[src/rtl/poly_bisect_seq.sv]
// poly_bisect_seq: multi-cycle bisection root finder for an integer-coefficient
// polynomial in signed fixed point Q(W-FRAC-1).FRAC. p(x) is evaluated by a
// Horner MAC that consumes one coefficient per cycle (DEG+1 cycles per point).
// Optional feature macro: BISECT_TOL_EXIT_EN adds a tol input that ends the
// search early when |p(m)| <= tol.
module poly_bisect_seq #(
    parameter int W        = 20,
    parameter int FRAC     = 15,
    parameter int CW       = 3,
    parameter int DEG      = 12,
    parameter int MAX_ITER = 24,
    parameter int IW       = 5
) (
    input  logic          clk,
    input  logic          reset,
    input  logic          coef_wr,
    input  logic [3:0]    coef_addr,
    input  logic [CW-1:0] coef_data,
    input  logic          start,
    input  logic [W-1:0]  a_in,
    input  logic [W-1:0]  b_in,
`ifdef BISECT_TOL_EXIT_EN
    input  logic [W-1:0]  tol,
`endif
    output logic          busy,
    output logic          done,
    output logic          err,
    output logic          exact,
    output logic [W-1:0]  root,
    output logic [W-1:0]  f_root,
    output logic [IW-1:0] iter_cnt
);

    localparam int ECW = $clog2(DEG + 1);

    typedef enum logic [2:0] {
        IDLE, EVAL_A, EVAL_B, CHECK, EVAL_M, UPDATE, FIN
    } state_t;

    state_t state, state_nxt;

    logic signed [CW-1:0]  c [0:DEG];
    logic signed [W-1:0]   a_r, b_r, fa, fb, fm, acc;
    logic        [ECW-1:0] ecnt, cidx;
    logic        [IW-1:0]  it;

    // Coefficient sign-extended to W bits and moved to the integer position.
    function automatic logic [W-1:0] coef_fx(input logic [CW-1:0] cv);
        logic [W-1:0] ext;
        ext = {{(W-CW){cv[CW-1]}}, cv};
        return ext << FRAC;
    endfunction

    // Midpoint in W+1 bits; bits [W:1] are the floor of the half-sum and
    // always fit in W bits because m lies between a and b.
    logic [W:0]          mid_sum;
    logic signed [W-1:0] m;
    assign mid_sum = {a_r[W-1], a_r} + {b_r[W-1], b_r};
    assign m       = mid_sum[W:1];

    // Horner step: the product keeps full 2W precision before the floor shift.
    logic signed [W-1:0]   x_sel;
    logic signed [2*W-1:0] prod, prod_sh;
    logic        [W-1:0]   horner_nxt;
    logic                  eval_last;

    always_comb begin
        x_sel = m;
        if (state == EVAL_A) x_sel = a_r;
        else if (state == EVAL_B) x_sel = b_r;
    end

    assign cidx       = ECW'(DEG) - ecnt;
    assign prod       = acc * x_sel;
    assign prod_sh    = prod >>> FRAC;
    assign horner_nxt = (ecnt == '0) ? coef_fx(c[cidx])
                                     : prod_sh[W-1:0] + coef_fx(c[cidx]);
    assign eval_last  = (ecnt == ECW'(DEG));

    // Interval checks and bisection decisions.
    logic                chk_err, go_left, upd_stop, tol_hit;
    logic        [IW-1:0] it_nxt;
    logic signed [W-1:0]  new_a, new_b;
    logic signed [W:0]    width_nxt;

    assign chk_err   = (a_r >= b_r) ||
                       (fa != '0 && fb != '0 && fa[W-1] == fb[W-1]);
    assign it_nxt    = it + 1'b1;
    assign go_left   = (fa[W-1] != fm[W-1]);
    assign new_a     = go_left ? a_r : m;
    assign new_b     = go_left ? m : b_r;
    assign width_nxt = {new_b[W-1], new_b} - {new_a[W-1], new_a};

`ifdef BISECT_TOL_EXIT_EN
    logic [W-1:0] fm_abs;
    always_comb begin
        fm_abs = fm;
        if (fm[W-1]) fm_abs = (fm == {1'b1, {(W-1){1'b0}}}) ? {1'b0, {(W-1){1'b1}}} : -fm;
    end
    assign tol_hit = (fm_abs <= tol);
`else
    assign tol_hit = 1'b0;
`endif

    assign upd_stop = (fm == '0) || tol_hit || (it_nxt == IW'(MAX_ITER)) ||
                      (width_nxt <= 1);

    assign busy = (state != IDLE);

    // State register.
    always_ff @(posedge clk) begin
        if (reset) state <= IDLE;
        else       state <= state_nxt;
    end

    // Next-state logic.
    always_comb begin
        state_nxt = state;
        case (state)
            IDLE:    if (start) state_nxt = EVAL_A;
            EVAL_A:  if (eval_last) state_nxt = EVAL_B;
            EVAL_B:  if (eval_last) state_nxt = CHECK;
            CHECK:   state_nxt = (chk_err || fa == '0 || fb == '0) ? FIN : EVAL_M;
            EVAL_M:  if (eval_last) state_nxt = UPDATE;
            UPDATE:  state_nxt = upd_stop ? FIN : EVAL_M;
            FIN:     state_nxt = IDLE;
            default: state_nxt = IDLE;
        endcase
    end

    // Datapath: coefficient store, Horner accumulator, interval and results.
    always_ff @(posedge clk) begin
        if (reset) begin
            for (int i = 0; i <= DEG; i++) c[i] <= '0;
            a_r <= '0; b_r <= '0; fa <= '0; fb <= '0; fm <= '0; acc <= '0;
            ecnt <= '0; it <= '0;
            done <= 1'b0; err <= 1'b0; exact <= 1'b0;
            root <= '0; f_root <= '0; iter_cnt <= '0;
        end else begin
            done <= 1'b0;
            if (state == IDLE && coef_wr && coef_addr <= 4'(DEG))
                c[coef_addr] <= coef_data;
            case (state)
                IDLE: if (start) begin
                    a_r <= a_in; b_r <= b_in; it <= '0; ecnt <= '0;
                    err <= 1'b0; exact <= 1'b0;
                    root <= '0; f_root <= '0; iter_cnt <= '0;
                end
                EVAL_A, EVAL_B, EVAL_M: begin
                    acc  <= horner_nxt;
                    ecnt <= eval_last ? '0 : ecnt + 1'b1;
                    if (eval_last) begin
                        if (state == EVAL_A)      fa <= horner_nxt;
                        else if (state == EVAL_B) fb <= horner_nxt;
                        else                      fm <= horner_nxt;
                    end
                end
                CHECK: begin
                    iter_cnt <= it;
                    if (chk_err) begin
                        err <= 1'b1; root <= a_r; f_root <= fa;
                    end else if (fa == '0) begin
                        exact <= 1'b1; root <= a_r; f_root <= fa;
                    end else if (fb == '0) begin
                        exact <= 1'b1; root <= b_r; f_root <= fb;
                    end
                end
                UPDATE: begin
                    it <= it_nxt;
                    if (fm == '0) begin
                        exact <= 1'b1; root <= m; f_root <= fm; iter_cnt <= it_nxt;
                    end else begin
                        a_r <= new_a;
                        b_r <= new_b;
                        if (!go_left) fa <= fm;
                        if (upd_stop) begin
                            root <= m; f_root <= fm; iter_cnt <= it_nxt;
                        end
                    end
                end
                FIN: done <= 1'b1;
                default: ;
            endcase
        end
    end

endmodule

[config.mk]
export PLATFORM = sky130hd
export DESIGN_NAME = poly_bisect_seq
export DESIGN_NICKNAME = d
export VERILOG_FILES = /design/src/rtl/poly_bisect_seq.sv
export SDC_FILE = /design/constraint.sdc
export NUM_CORES = 2
export LEC_CHECK = 0
export CORE_MARGIN = 5
export CORE_UTILIZATION = 50
export CTS_CLUSTER_DIAMETER = 40
export DETAILED_ROUTE_END_ITERATION = 7
export PLACE_DENSITY = 0.75
export SYNTH_ARGS = -nofsm -noshare
export SYNTH_HDL_FRONTEND = slang
export SYNTH_SLANG_ARGS = --single-unit
export TNS_END_PERCENT = 5
[constraint.sdc]
create_clock -name clk -period 12.5 [get_ports clk]
set_clock_uncertainty 0.05 [all_clocks]
set_input_delay 1.25 -clock clk [delete_from_list [all_inputs] [get_ports clk]]
set_output_delay 1.25 -clock clk [all_outputs]
set_load 0.02 [all_outputs]
==> impl_metrics.csv <==
group,metric,value,unit
status,status,"complete, no violations",
yosys,synth_area_leaders,"fa_1, dfxtp_1, ha_1, inv_1, nand2_1",
clock_network,cts_buffers,27,
global_route,gr-usage-all-layers,0.2644,
yosys,synth-seq-cells,228,
yosys,syn_inst,3330,
clock_network,htreeDepth,1,
setup_path,reg2reg_depth,52,
sta,fmax,83.75,MHz
min_path,min_from,"acc[0]$_SDFFE_PP0N_",
yosys,syn_area,27660,µm²
setup_path,cp.arrival,12360,ps
setup_path,critPathMaxFanout,11,
place,place_congestion,0.9550,
setup_path,r2r_start,"b_r[5]$_SDFFE_PP0P_",
run,max-cap-violations,0,
cells_and_area,area_growth,10.16,%
sta,worst_pin_slew,1096,ps
floorplanning,die_h,245.2,µm
yosys,yosysWarnings,0,
route,wl_met1,33460,µm
route,first_iter_violations,2065,
setup_path,timing.rr.end,"fa[19]$_SDFFE_PP0P_",
route,drt_wl_total,79830,µm
global_route,grt_max_degree,88,
power,power_frac_seq,0.103,
power,total_power,8.525,mW
route,wl_met2,36440,µm
route,dr_wl_met3,6187,µm
route,drtAntennaViolNets,0,
clock_network,path_clk_slew,70,ps
clock_network,cts_hold_buf,0,
yosys,synthTopCellsByCount,"inv_1, nand2_1, fa_1",
setup_path,crit_type,"flop to flop",
global_route,overflow,0,
setup_path,reg2reg_slack,560,ps
setup_path,crit_family,"adder cells",
place,dpl-instance-area,29370,µm²
floorplanning,die_area,60120,µm²
global_route,antenna_found_initial,1,
min_path,hold_depth,2,
clock_network,cts_tree,"done",
yosys,ys_seq_area_frac,0.1824,
sta,min_period,11940,ps
yosys,yosys.area.top_type,"fa_1",
sta,slew_violations,0,
clock_network,cts_buffer_depth,3,
floorplanning,core.rowCount,86,
cells_and_area,nNetsFinal,3907,
yosys,post_synth_num_cell_types,86,
sta,slew_headroom,0.2684,
route,detail_route.first_pass.iterations,5,
sta,fin_tns_setup,0,ps
yosys,synth_edf_count,48,
power,netSwitchingPower,4.385,mW
power,leakage,13.59,nW
clock_network,cts-root-buf,"clkbuf_16",
setup_path,crit_start,"b_r[5]$_SDFFE_PP0P_",
yosys,synth-main-ff-cell,"dfxtp_1",
cells_and_area,fin_util,0.5541,
setup_path,end_kind,"flop",
cells_and_area,design_area,30470,µm²
min_path,hold_class,"flop to flop",
place,io_buffers,99,
place,place_ws,480.9,ps
setup_path,max_stage_delay,540,ps
power,swShare,0.5144,
sta,hold_viol_final,0,
floorplanning,ios,100,
route,post-route-drc-count,0,
clock_network,clock_latency,570,ps
yosys,ys_async_sr_fraction,0,
power,clockPowerShare,0.104,
clock_network,numClockSinks,228,
global_route,grt_pass1_wl,128400,µm
yosys,yosysMostFrequentCell,"inv_1",
setup_path,crit_required,12920,ps
power,power_density,279.8,nW/µm²
min_path,whs_endpoint,"acc[0]$_SDFFE_PP0N_",
cells_and_area,drive_above_1_share,0.05904,
power,p_int,4.140,mW
sta,fin_ws,559.1,ps
setup_path,path_buf_inv,9,
cells_and_area,nFillCells,4967,
yosys,yosysTopAreaCellShare,0.2707,
route,num_vias,23581,
floorplanning,start_util,0.5030,
floorplanning,die_w,245.2,µm
power,ir_drop,0.6810,mV
route,vias_per_cell,5.771,
power,combPwrFrac,0.792,
setup_path,slowest_stage,"fa_1",
sta,setup_viol,0,
global_route,grt_pass1_vias,23657,
floorplanning,core,54990,µm²
sta,min_period_over_period,0.9553,
route,wl_per_cell,19.54,µm
setup_path,cp-start-kind,"flop",
yosys,synth.avg_cell_area,8.305,µm²
place,hpwl,58820,µm
route,dr.max_layer_used,"met4",
## worst max path at each step
stage | to | slack [ps] | depth (start not counted)
floorplan | fa[19]$_SDFFE_PP0P_ | 1460 | 55
global placement | fa[19]$_SDFFE_PP0P_ | 820 | 52
detailed placement | fa[19]$_SDFFE_PP0P_ | 480 | 52
CTS | fa[19]$_SDFFE_PP0P_ | 410 | 52
global route | fa[19]$_SDFFE_PP0P_ | -60 | 53
finish | fa[19]$_SDFFE_PP0P_ | 560 | 52
## what timing repair did
action	CTS	global route
setup endpoints to repair	0	4
gates resized for setup	0	13
buffers inserted	0	2
## metrics by stage
stage | hold slack [ps] | std cells
after floorplan | 390.0 | 3338
after global placement | 389.6 | 4032
after detailed placement | 400.5 | 4032
after CTS | 408.2 | 4082
after global routing | 428.1 | 4086
final | 406.3 | 4086
## per-layer routing
| layer | vias to the layer above | track usage |
|---|---|---|
| li1 | 10740 | - |
| met1 | 11579 | 0.3616 |
| met2 | 1028 | 0.4189 |
| met3 | 234 | 0.04181 |
| met4 | 0 | 0.1158 |
| met5 | - | 0 |
## worst reg2reg max path, delay by kind of cell (launching register included)
family          cells  cell delay, ps
fa+ha+maj          11            4840
flops               1             410
xor+xnor            8            1640
compound gates     15            2890
buf+inv             9             660
simple gates        9            1380
## placed cells by master, fill, tap and decap left out, types with 96 or more instances in the layout
cell type / Yosys / layout
nor3_1: 98 / 96
inv_1: 503 / 503
clkdlybuf4s50_1: 0 / 98
nor2_1: 288 / 286
fa_1: 374 / 374
a21oi_1: 179 / 177
dfxtp_1: 180 / 177
and2_1: 130 / 130
ha_1: 166 / 165
nand2_1: 482 / 481
## cell families (layout without fill, tap and decap cells)
group / count (synthesis) / in the layout / share of synthesized area
and+or+nand+nor: 1184 / 1184 / 0.1952
buffers and inverters: 713 / 712 / 0.09772
adders and majority gates: 540 / 540 / 0.3458
AOI/OAI and AO/OA: 531 / 531 / 0.1252
DFF: 228 / 228 / 0.1824
xor gates and xnor gates: 69 / 69 / 0.02339
muxes: 64 / 64 / 0.03008
other: 1 / 10 / 0.0001356
## layout make-up
type	count	area (µm²)	share of cell area
Antenna cell	1	2.502	0.00008214
Clock buffer	28	689.4	0.02263
Clock inverter	22	317.8	0.01043
Inverter	503	1888	0.06197
Multi-Input combinational cell	2397	20130	0.6608
Sequential cell	228	5049	0.1657
Tap cell	748	935.9	0.03072
Timing Repair Buffer	159	1453	0.04768
## power groups by stage
stage	sequential, mW	combinational, mW	clock (mW)
after floorplan	0.850	5.05	0
after global placement	0.892	6.47	0
after detailed placement	0.893	6.60	0
after CTS	0.876	6.69	0.895
after global routing	0.885	7.55	0.925
final	0.880	6.75	0.890
## sequential cells by signal, indices dropped and copies added (netlist names), 3 cells and up
name and flops:
fa 20, root 20, a_r 20, ecnt 4, c 48, fm 20, b_r 20, f_root 20
acc 20, iter_cnt 5, it 5, fb 20, state 3
Power figures use the tool's default switching activity.
